**src/rtl/fir_tap_dbuf.sv**
```systemverilog
// Double-buffered FIR coefficient store: taps arrive one word at a time into a shadow bank
// and are published to the active bank as a whole set, so the filter never sees a half-loaded set.
module fir_tap_dbuf #(
    parameter int DATA_WIDTH = 16,
    parameter int NB_TAPS    = 32,
    parameter bit REVERSE    = 1'b0
) (
    input  logic                              clk_i,
    input  logic                              rst_ni,
    input  logic                              clear_i,
    input  logic                              hold_i,
    input  logic                              h_serial_valid_i,
    input  logic [DATA_WIDTH-1:0]             h_serial_data_i,
    output logic                              h_serial_ready_o,
    output logic                              h_parallel_valid_o,
    output logic [DATA_WIDTH*NB_TAPS-1:0]     h_parallel_data_o,
    input  logic                              h_parallel_ready_i,
    output logic [$clog2(NB_TAPS+1)-1:0]      load_count_o,
    output logic                              swap_o
);

    localparam int CNT_W = $clog2(NB_TAPS + 1);
    localparam logic [CNT_W-1:0] LAST_IDX = CNT_W'(NB_TAPS - 1);

    logic signed [DATA_WIDTH-1:0] shadow_p0 [NB_TAPS];
    logic [CNT_W-1:0]             cnt_p0;
    logic                         vld_p0;
    logic signed [DATA_WIDTH-1:0] active_p1 [NB_TAPS];
    logic                         vld_p1;
    logic                         swap_p1;

    logic                         s_hs;
    logic                         p_hs;
    logic                         do_swap;
    logic [CNT_W-1:0]             wr_idx;

    // Ready depends only on the full flag, keeping the serial side free of input-to-output paths.
    assign h_serial_ready_o = !vld_p0;
    assign s_hs             = h_serial_valid_i & !vld_p0;
    assign p_hs             = vld_p1 & h_parallel_ready_i;
    assign do_swap          = vld_p0 & (!vld_p1 | p_hs);
    assign wr_idx           = REVERSE ? (LAST_IDX - cnt_p0) : cnt_p0;

    always_ff @(posedge clk_i or negedge rst_ni) begin
        if (!rst_ni) begin
            cnt_p0  <= '0;
            vld_p0  <= 1'b0;
            vld_p1  <= 1'b0;
            swap_p1 <= 1'b0;
        end else if (clear_i) begin
            cnt_p0  <= '0;
            vld_p0  <= 1'b0;
            vld_p1  <= 1'b0;
            swap_p1 <= 1'b0;
        end else begin
            swap_p1 <= do_swap;
            if (do_swap) begin
                vld_p1 <= 1'b1;
                vld_p0 <= 1'b0;
            end else if (p_hs && !hold_i) begin
                vld_p1 <= 1'b0;
            end
            // s_hs and do_swap are mutually exclusive: serial accept needs the shadow not full.
            if (s_hs) begin
                if (cnt_p0 == LAST_IDX) begin
                    cnt_p0 <= '0;
                    vld_p0 <= 1'b1;
                end else begin
                    cnt_p0 <= cnt_p0 + CNT_W'(1);
                end
            end
        end
    end

    // Stage p0: shadow bank, filled one slot per serial handshake.
    always_ff @(posedge clk_i or negedge rst_ni) begin
        if (!rst_ni) begin
            for (int i = 0; i < NB_TAPS; i++) shadow_p0[i] <= '0;
        end else if (clear_i) begin
            for (int i = 0; i < NB_TAPS; i++) shadow_p0[i] <= '0;
        end else if (s_hs) begin
            for (int i = 0; i < NB_TAPS; i++) begin
                if (wr_idx == CNT_W'(i)) shadow_p0[i] <= h_serial_data_i;
            end
        end
    end

    // Stage p1: active bank, replaced in one edge on swap.
    always_ff @(posedge clk_i or negedge rst_ni) begin
        if (!rst_ni) begin
            for (int i = 0; i < NB_TAPS; i++) active_p1[i] <= '0;
        end else if (clear_i) begin
            for (int i = 0; i < NB_TAPS; i++) active_p1[i] <= '0;
        end else if (do_swap) begin
            for (int i = 0; i < NB_TAPS; i++) active_p1[i] <= shadow_p0[i];
        end
    end

    for (genvar g = 0; g < NB_TAPS; g++) begin : g_pack
        assign h_parallel_data_o[g*DATA_WIDTH +: DATA_WIDTH] = active_p1[g];
    end

    assign h_parallel_valid_o = vld_p1;
    assign load_count_o       = cnt_p0;
    assign swap_o             = swap_p1;

endmodule
```
**config.mk**
```make
export PLATFORM = sky130hd
export DESIGN_NAME = fir_tap_dbuf
export DESIGN_NICKNAME = d
export VERILOG_FILES = /design/src/rtl/fir_tap_dbuf.sv
export SDC_FILE = /design/constraint.sdc
export NUM_CORES = 1
export LEC_CHECK = 0
export ABC_AREA = 1
export CAP_MARGIN = 20
export CORE_MARGIN = 5
export CORE_UTILIZATION = 50
export CTS_CLUSTER_SIZE = 40
export DETAILED_ROUTE_END_ITERATION = 7
export GPL_TIMING_DRIVEN = 0
export PLACE_DENSITY = 0.73
export SLEW_MARGIN = 20
export SYNTH_ARGS = -nofsm -noshare
export SYNTH_HDL_FRONTEND = slang
export SYNTH_SLANG_ARGS = --single-unit
```
**constraint.sdc**
```tcl
create_clock -name clk_i -period 2.9 [get_ports clk_i]
set_clock_uncertainty 0.2 [all_clocks]
set_input_delay 0.58 -clock clk_i [delete_from_list [all_inputs] [get_ports clk_i]]
set_output_delay 0.58 -clock clk_i [all_outputs]
set_load 0.005 [all_outputs]
```
==> flow_summary.toml, run 1 <==
[floorplan]
fp.dieW_um = 293.6
dieArea_sq_um = 86220
start_util_pct = 50.18
core_sq_um = 80160
rows = 104
die_h_um = 293.6
io_pins = 543

[setup_path]
worstSetupEndpointType = "flop"
arrival_ns = 3.21
worst-path-max-fanout = 10
crit_type = "in -> reg"
start_kind = "input pin"
required_ns = 3.27

[finish]
final_cell_area_sq_um = 50660
drive_above_1_share_pct = 7.998
layout.nets = 4907
area_growth_pct = 25.95

[sta]
finalWorstSetupSlack_ns = 0.06400
finalWorstPathRequiredPeriod_ns = 2.836
post-route-period-util_pct = 97.79
tightestPinTransition_ns = 1.196
slew_headroom_pct = 20.29
setup_viol = 0
hold_violations = 0
rsz0062_at_grt = "no"
clock.fmax_ghz = 0.3526
slew_violations = 0

[global_routing]
antenna_found_initial = 7
grt_start_max_net_pins = 151
grt_pass1_wl_um = 198300
grt.total_usage_pct = 29.87
overflow = 0
grt_pass1_vias = 32330

[pwr]
p_per_area_nw_per_um2 = 574.6
power_mw = 29.11
ir_drop_v = 0.0004368
p_leak_nw = 24.83

[logic_synthesis]
synth_mux_area_share_pct = 0
synth.avg_cell_area_sq_um = 9.518
yosysSeqAreaShare_pct = 64.27
synth-xor-area-share_pct = 0.02177
synth_compound_area_share_pct = 6.657
synth-simple-area-share_pct = 22.98
synth.distinct_cells = 26
yosysTopAreaCellShare_pct = 64.27
yosys.area.top_type = "dfrtp_1"
syn_nets = 4252
synthTopCellsByArea = "dfrtp_1 (64%), nand2_1 (12%), nand3_1 (9.7%)"
yosysWarnings = 0
netlist_area_sq_um = 40220
synth_top_family_by_area = "simple AND/OR/NAND/NOR gates"
synthAdderAreaFrac_pct = 0.1244
synth_cells = 4226
ys_seq_elements = 1033

[route]
dr.pass1.iters = 8
ant_nets = 0
wl_um = 131200
drtIter0Drc = 3513
via_per_inst = 5.538
route.detailed.drc = 11
wl_per_cell_um = 21.76
vias = 33400

[clock_tree]
cts_tree = "built"
root_buffer = "clkbuf_16"
cts_setup_buffers = 0
cts_sinks = 1033
clk-insertion-delay-late_ns = 0.66
cts_resized = 0
cts_buffers = 103
clk_pin_slew_ns = 0.06
h-tree-depth = 3
cts_max_path_buffers = 3

[place]
port_buffers = 541
place_ws_ns = -0.5281
dpl.hpwl_um = 91810
gp_congestion = 0.9040
place_area_sq_um = 47180

[run_status]
violations = "DRC"
status = "complete, but fails checks"

[run]
drv_cap = 0

[min_path]
hp-class = "in -> reg"
## cells by family after synthesis
| kind of cell | Yosys count |
|---|---|
| adders and majority gates | 4 |
| buffers and inverters | 515 |
| xor gates and xnor gates | 1 |
| DFF | 1033 |
| AOI/OAI and AO/OA | 535 |
| and+or+nand+nor | 2138 |
## repair_timing
action                                  in CTS  in global routing
endpoints found under the setup margin       0                128
hold endpoints to repair                   134                  0
hold buffers                                 1                  0
## stage by stage
stage / TNS [ns] / instances / util, % / hold WS, ns
after floorplan: 0 / 4226 / - / 0.08441
after global placement: - / 5827 / 58.59 / 0.2506
after detailed placement: -123.15 / 5834 / 58.85 / 0.2528
after CTS: 0 / 6023 / 63.15 / 0.008529
after global routing: 0 / 6030 / 63.20 / 0.02599
final: 0 / 6030 / 63.20 / 0.04864
## final timing paths
| kind | start | to | slack [ns] | depth (start not counted) |
|---|---|---|---|---|
| min in group asynchronous | rst_ni | h_parallel_data_o[390] | 0.40 | 2 |
| setup / recovery | h_parallel_ready_i | h_parallel_data_o[412] | 0.06 | 8 |
| setup reg to reg | h_parallel_valid_o | h_parallel_data_o[412] | 0.09 | 6 |
| hold reg to reg | shadow_p0[97] | h_parallel_data_o[401] | 0.26 | 2 |
| hold / removal | clear_i | vld_p0 | 0.05 | 2 |
| max in group asynchronous | rst_ni | h_parallel_data_o[50] | 0.36 | 4 |
## layer usage
layer,part of all wire (%),global-route usage [%],wire (um)
met1,40,40.93,52620
met2,46,47.26,60960
met3,9.1,6.491,11940
met4,4.3,11.70,5676
met5,0.0084,0,11
## layout make-up
cell class / instances / area, sq um
diodes: 6 / 15.01
plain buffers: 318 / 1647
clock buffers: 151 / 3009
clock inverters: 37 / 427.9
fillers: 6579 / 29490
inverters: 197 / 747.0
multi-input cells: 2678 / 11980
flip-flops and latches: 1033 / 25850
well taps: 1060 / 1326
repair buffers: 550 / 5660
## synth_stat cells, drive strengths merged
master / instances
o21ai: 533
buf: 193
nand3: 783
nand4: 15
nand2: 1305
inv: 196
clkinv: 1
xor2: 1
ha: 4
clkbuf: 125
nor2: 34
dfrtp: 1033
nor3: 1
a21oi: 2
## registers in the layout, indices dropped and copies added (netlist names)
register and flops:
swap_o 1, shadow_p0 512, load_count_o 6, h_parallel_data_o 512
vld_p0 1, h_parallel_valid_o 1
## power by group
group,leakage [nW],switching [mW],internal [mW]
clock network,1.71,5.65,7.90
logic,8.69,0.911,0.168
registers,14.4,0.0267,14.5
total,24.8,6.59,22.5
## layout by cell type (no fill, tap or decap), drive strengths merged
cell / count
clkinv: 26
clkdlybuf4s50: 540
xor2: 1
buf: 201
nand3: 783
bufinv: 8
o21ai: 533
nor3: 1
dfrtp: 1033
clkinvlp: 1
inv: 199
a21oi: 2
diode: 6
clkbuf: 277
nand2: 1305
dlygate4sd3: 1
nand4: 15
ha: 4
nor2: 34
## critical path, stage by stage
cell and delay, ns:
clkdlybuf4s50_1 0.48, inv_1 0.10, nand2_1 0.10, nand2_1 0.49, clkbuf_1 0.77, clkbuf_1 0.42, nand3_1 0.16, nand2_1 0.11
Power figures use the tool's default switching activity.
==> run 2, diff against run 1 <==
- ABC_AREA: 1 -> unset
- CTS_BUF_LIST: unset -> sky130_fd_sc_hd__clkbuf_4
- MAX_ROUTING_LAYER: unset -> met4
==> run 2 against run 1 <==
Effect of this change:
- the run ends with hold timing left
- count of clock-buffer cells in the layout up 242
- fmax rose by 0.38%
- critical path type is now reg -> out
- clock power down 8%
- flip-flop and latch count stayed put
- die area decreased by 1.2%
- sequential power about the same
- combinational power rose by 15%
- global-route usage grew 2.0 points
- worst setup slack better by 0.011 ns
- via count down 5.2%
- sequential share of layout area rose by 0.38 points
==> flow_summary.toml, run 2 <==
[pwr]
p_per_area_nw_per_um2 = 561.5
p_clk_share_pct = 44.4
p_sw_mw = 6.878
p_leak_nw = 23.26
p_int_mw = 21.37
combPwrFrac_pct = 4.4
netSwitchingFraction_pct = 24.35
seq_power_share_pct = 51.2
ir_drop_v = 0.0004277

[finish]
layout_commonest_cell = "dfrtp_1"
drive_above_1_share_pct = 15.89
area_growth_pct = 26.60
finalNonFillerCells = 5583
final_util_pct = 63.78
layout_common_cells = "dfrtp_1 (1027), nand2_1 (1016), a22o_1 (512)"
final_cell_area_sq_um = 50300
layout.nets = 4405

[logic_synthesis]
synthTopCellsByArea = "dfrtp_1 (65%), a22o_1 (11%), nand2_1 (9.6%)"
synth.avg_cell_area_sq_um = 11.30
yosysWarnings = 0
ys_seq_elements = 1033
netlist_area_sq_um = 39740
netlist_top_cells_count = "dfrtp_1 (1033), nand2_1 (1016), a22o_1 (512)"
synth_edf_count = 0
yosys.area.top_type = "dfrtp_1"
yosysSeqAreaShare_pct = 65.05
yosysTopAreaCellShare_pct = 65.05
synth.distinct_cells = 36
synthArstFlopShare_pct = 100.0
dominantRegCellSynth = "dfrtp_1"
synth_cells = 3516
syn_nets = 3542
yosysMostFrequentCell = "dfrtp_1"

[clock_tree]
cts_max_path_buffers = 4
h-tree-depth = 5
cts_tree = "built"
clk-insertion-delay-late_ns = 1.13
cts_buffers = 285
clk_pin_slew_ns = 0.06
cts_sinks = 1033
root_buffer = "clkbuf_4"

[place]
place_area_sq_um = 46720
port_buffers = 541
dp.cells = 5116
dpl.hpwl_um = 90440
place_ws_ns = -0.5806
gp_congestion = 0.8887

[floorplan]
core_sq_um = 78870
io_pins = 543
fp.dieW_um = 291.9
rows = 103
dieArea_sq_um = 85210
die_h_um = 291.9
start_util_pct = 50.38

[global_routing]
grt_pass1_wl_um = 200400
grt_pass1_vias = 31960
overflow = 0
grt.total_usage_pct = 31.86
antenna_found_initial = 9
grt_start_max_net_pins = 143

[route]
route.detailed.drc = 0
dr.pass1.iters = 6
drtIter0Drc = 2621
ant_nets = 0
vias = 31680
wl_um = 133600
via_per_inst = 5.673
wl_per_cell_um = 23.92

[sta]
hold_violations = 391
setup_viol = 0
hold_slack_ns = -0.3046
slew_violations = 0
clock.fmax_ghz = 0.3540
post-route-period-util_pct = 97.42
finalWorstPathRequiredPeriod_ns = 2.825
tightestPinTransition_ns = 1.112
slew_headroom_pct = 25.87
finalWorstSetupSlack_ns = 0.07479

[run]
drv_cap = 0

[setup_path]
crit_cells = 1
cp_top_family = "buffers and inverters"
arrival_ns = 2.05
crit_type = "reg -> out"
reg2reg_depth = 7
worst-path-max-fanout = 2
critical-path-max-stage-delay_ns = 0.65
worstSetupEndpointType = "primary output"
required_ns = 2.12
start_kind = "flop"
path_cells = "clkdlybuf4s50_1"
path_buf_inv = 1
crit_slowest_cell = "clkdlybuf4s50_1"

[run_status]
status = "complete, but fails checks"
violations = "hold timing"

[min_path]
hp-class = "in -> async"
==> run 2: changes by cell type after synthesis, sizes merged, moves of 30 or more <==
cell   previous run  this run
and3              0        30
nand3           783        31
o21ai           533         2
inv             196         4
a21oi             2       517
a22o              0       512
nand2          1305      1027
==> run 2: metal layers <==
layer	global-route usage, %	wire length (um)	up-vias	part of all wire (%)
met1	41.01	53700	15850	40
met2	47.34	61320	1470	46
met5	-	0	-	0
li1	-	-	13970	-
met4	14.21	6455	0	4.8
met3	9.393	12070	381	9.0
==> run 2: worst paths after layout <==
kind,startpoint,endpoint,slack [ns]
worst max register to register,load_count_o[0],shadow_p0[479],0.13
max in group asynchronous,rst_ni,shadow_p0[293],0.47
worst max-delay path,h_parallel_data_o[123],h_parallel_data_o[123],0.07
worst min-delay path,rst_ni,shadow_p0[108],-0.30
worst min register to register,shadow_p0[300],h_parallel_data_o[220],0.24
min in group clk_i,h_serial_data_i[15],shadow_p0[15],0.10
==> run 2: timing repair <==
| action | in CTS | in global routing |
|---|---|---|
| hold endpoints to repair | 445 | 344 |
| gates resized for setup | 91 | 17 |
| buffers inserted | 10 | 3 |
| hold buffers | 12 | 1 |
| setup endpoints to repair | 93 | 20 |
==> run 2: power groups by stage <==
| stage | Clock [mW] | Combinational, mW | Sequential [mW] |
|---|---|---|---|
| after floorplan | 0 | 0.442 | 14.7 |
| after global placement | 0 | 1.08 | 14.8 |
| after detailed placement | 0 | 1.21 | 14.7 |
| after CTS | 12.8 | 1.24 | 14.5 |
| after global routing | 13.6 | 1.34 | 14.5 |
| final | 12.5 | 1.24 | 14.5 |
==> run 2: cell type report <==
cell class / instances / area, sq um
antenna: 7 / 17.52
timing repair buffer: 576 / 5941
inverter: 4 / 15.01
clock buffer: 393 / 2950
sequential: 1033 / 25860
tap: 1050 / 1314
multi-input combinational: 2150 / 12000
fill: 6458 / 28570
buffer: 329 / 1883
clock inverter: 41 / 326.6
==> run 2: stage by stage <==
| stage | total power [mW] | setup TNS (ns) |
|---|---|---|
| 6_report | 28.25 | 0 |
| 4_1_cts | 28.50 | 0 |
| 3_5_place_dp | 15.94 | -248.59 |
| 2_1_floorplan | 15.18 | 0 |
| 3_3_place_gp | 15.87 | - |
| 5_1_grt | 29.39 | -0.3641 |
==> run 2: cell families after synthesis <==
kind of cell | synth area share (%)
flops | 65.05
xor+xnor | 0.08818
fa+ha+maj | 0.1260
buf+inv | 4.761
compound gates | 18.20
simple gates | 11.77
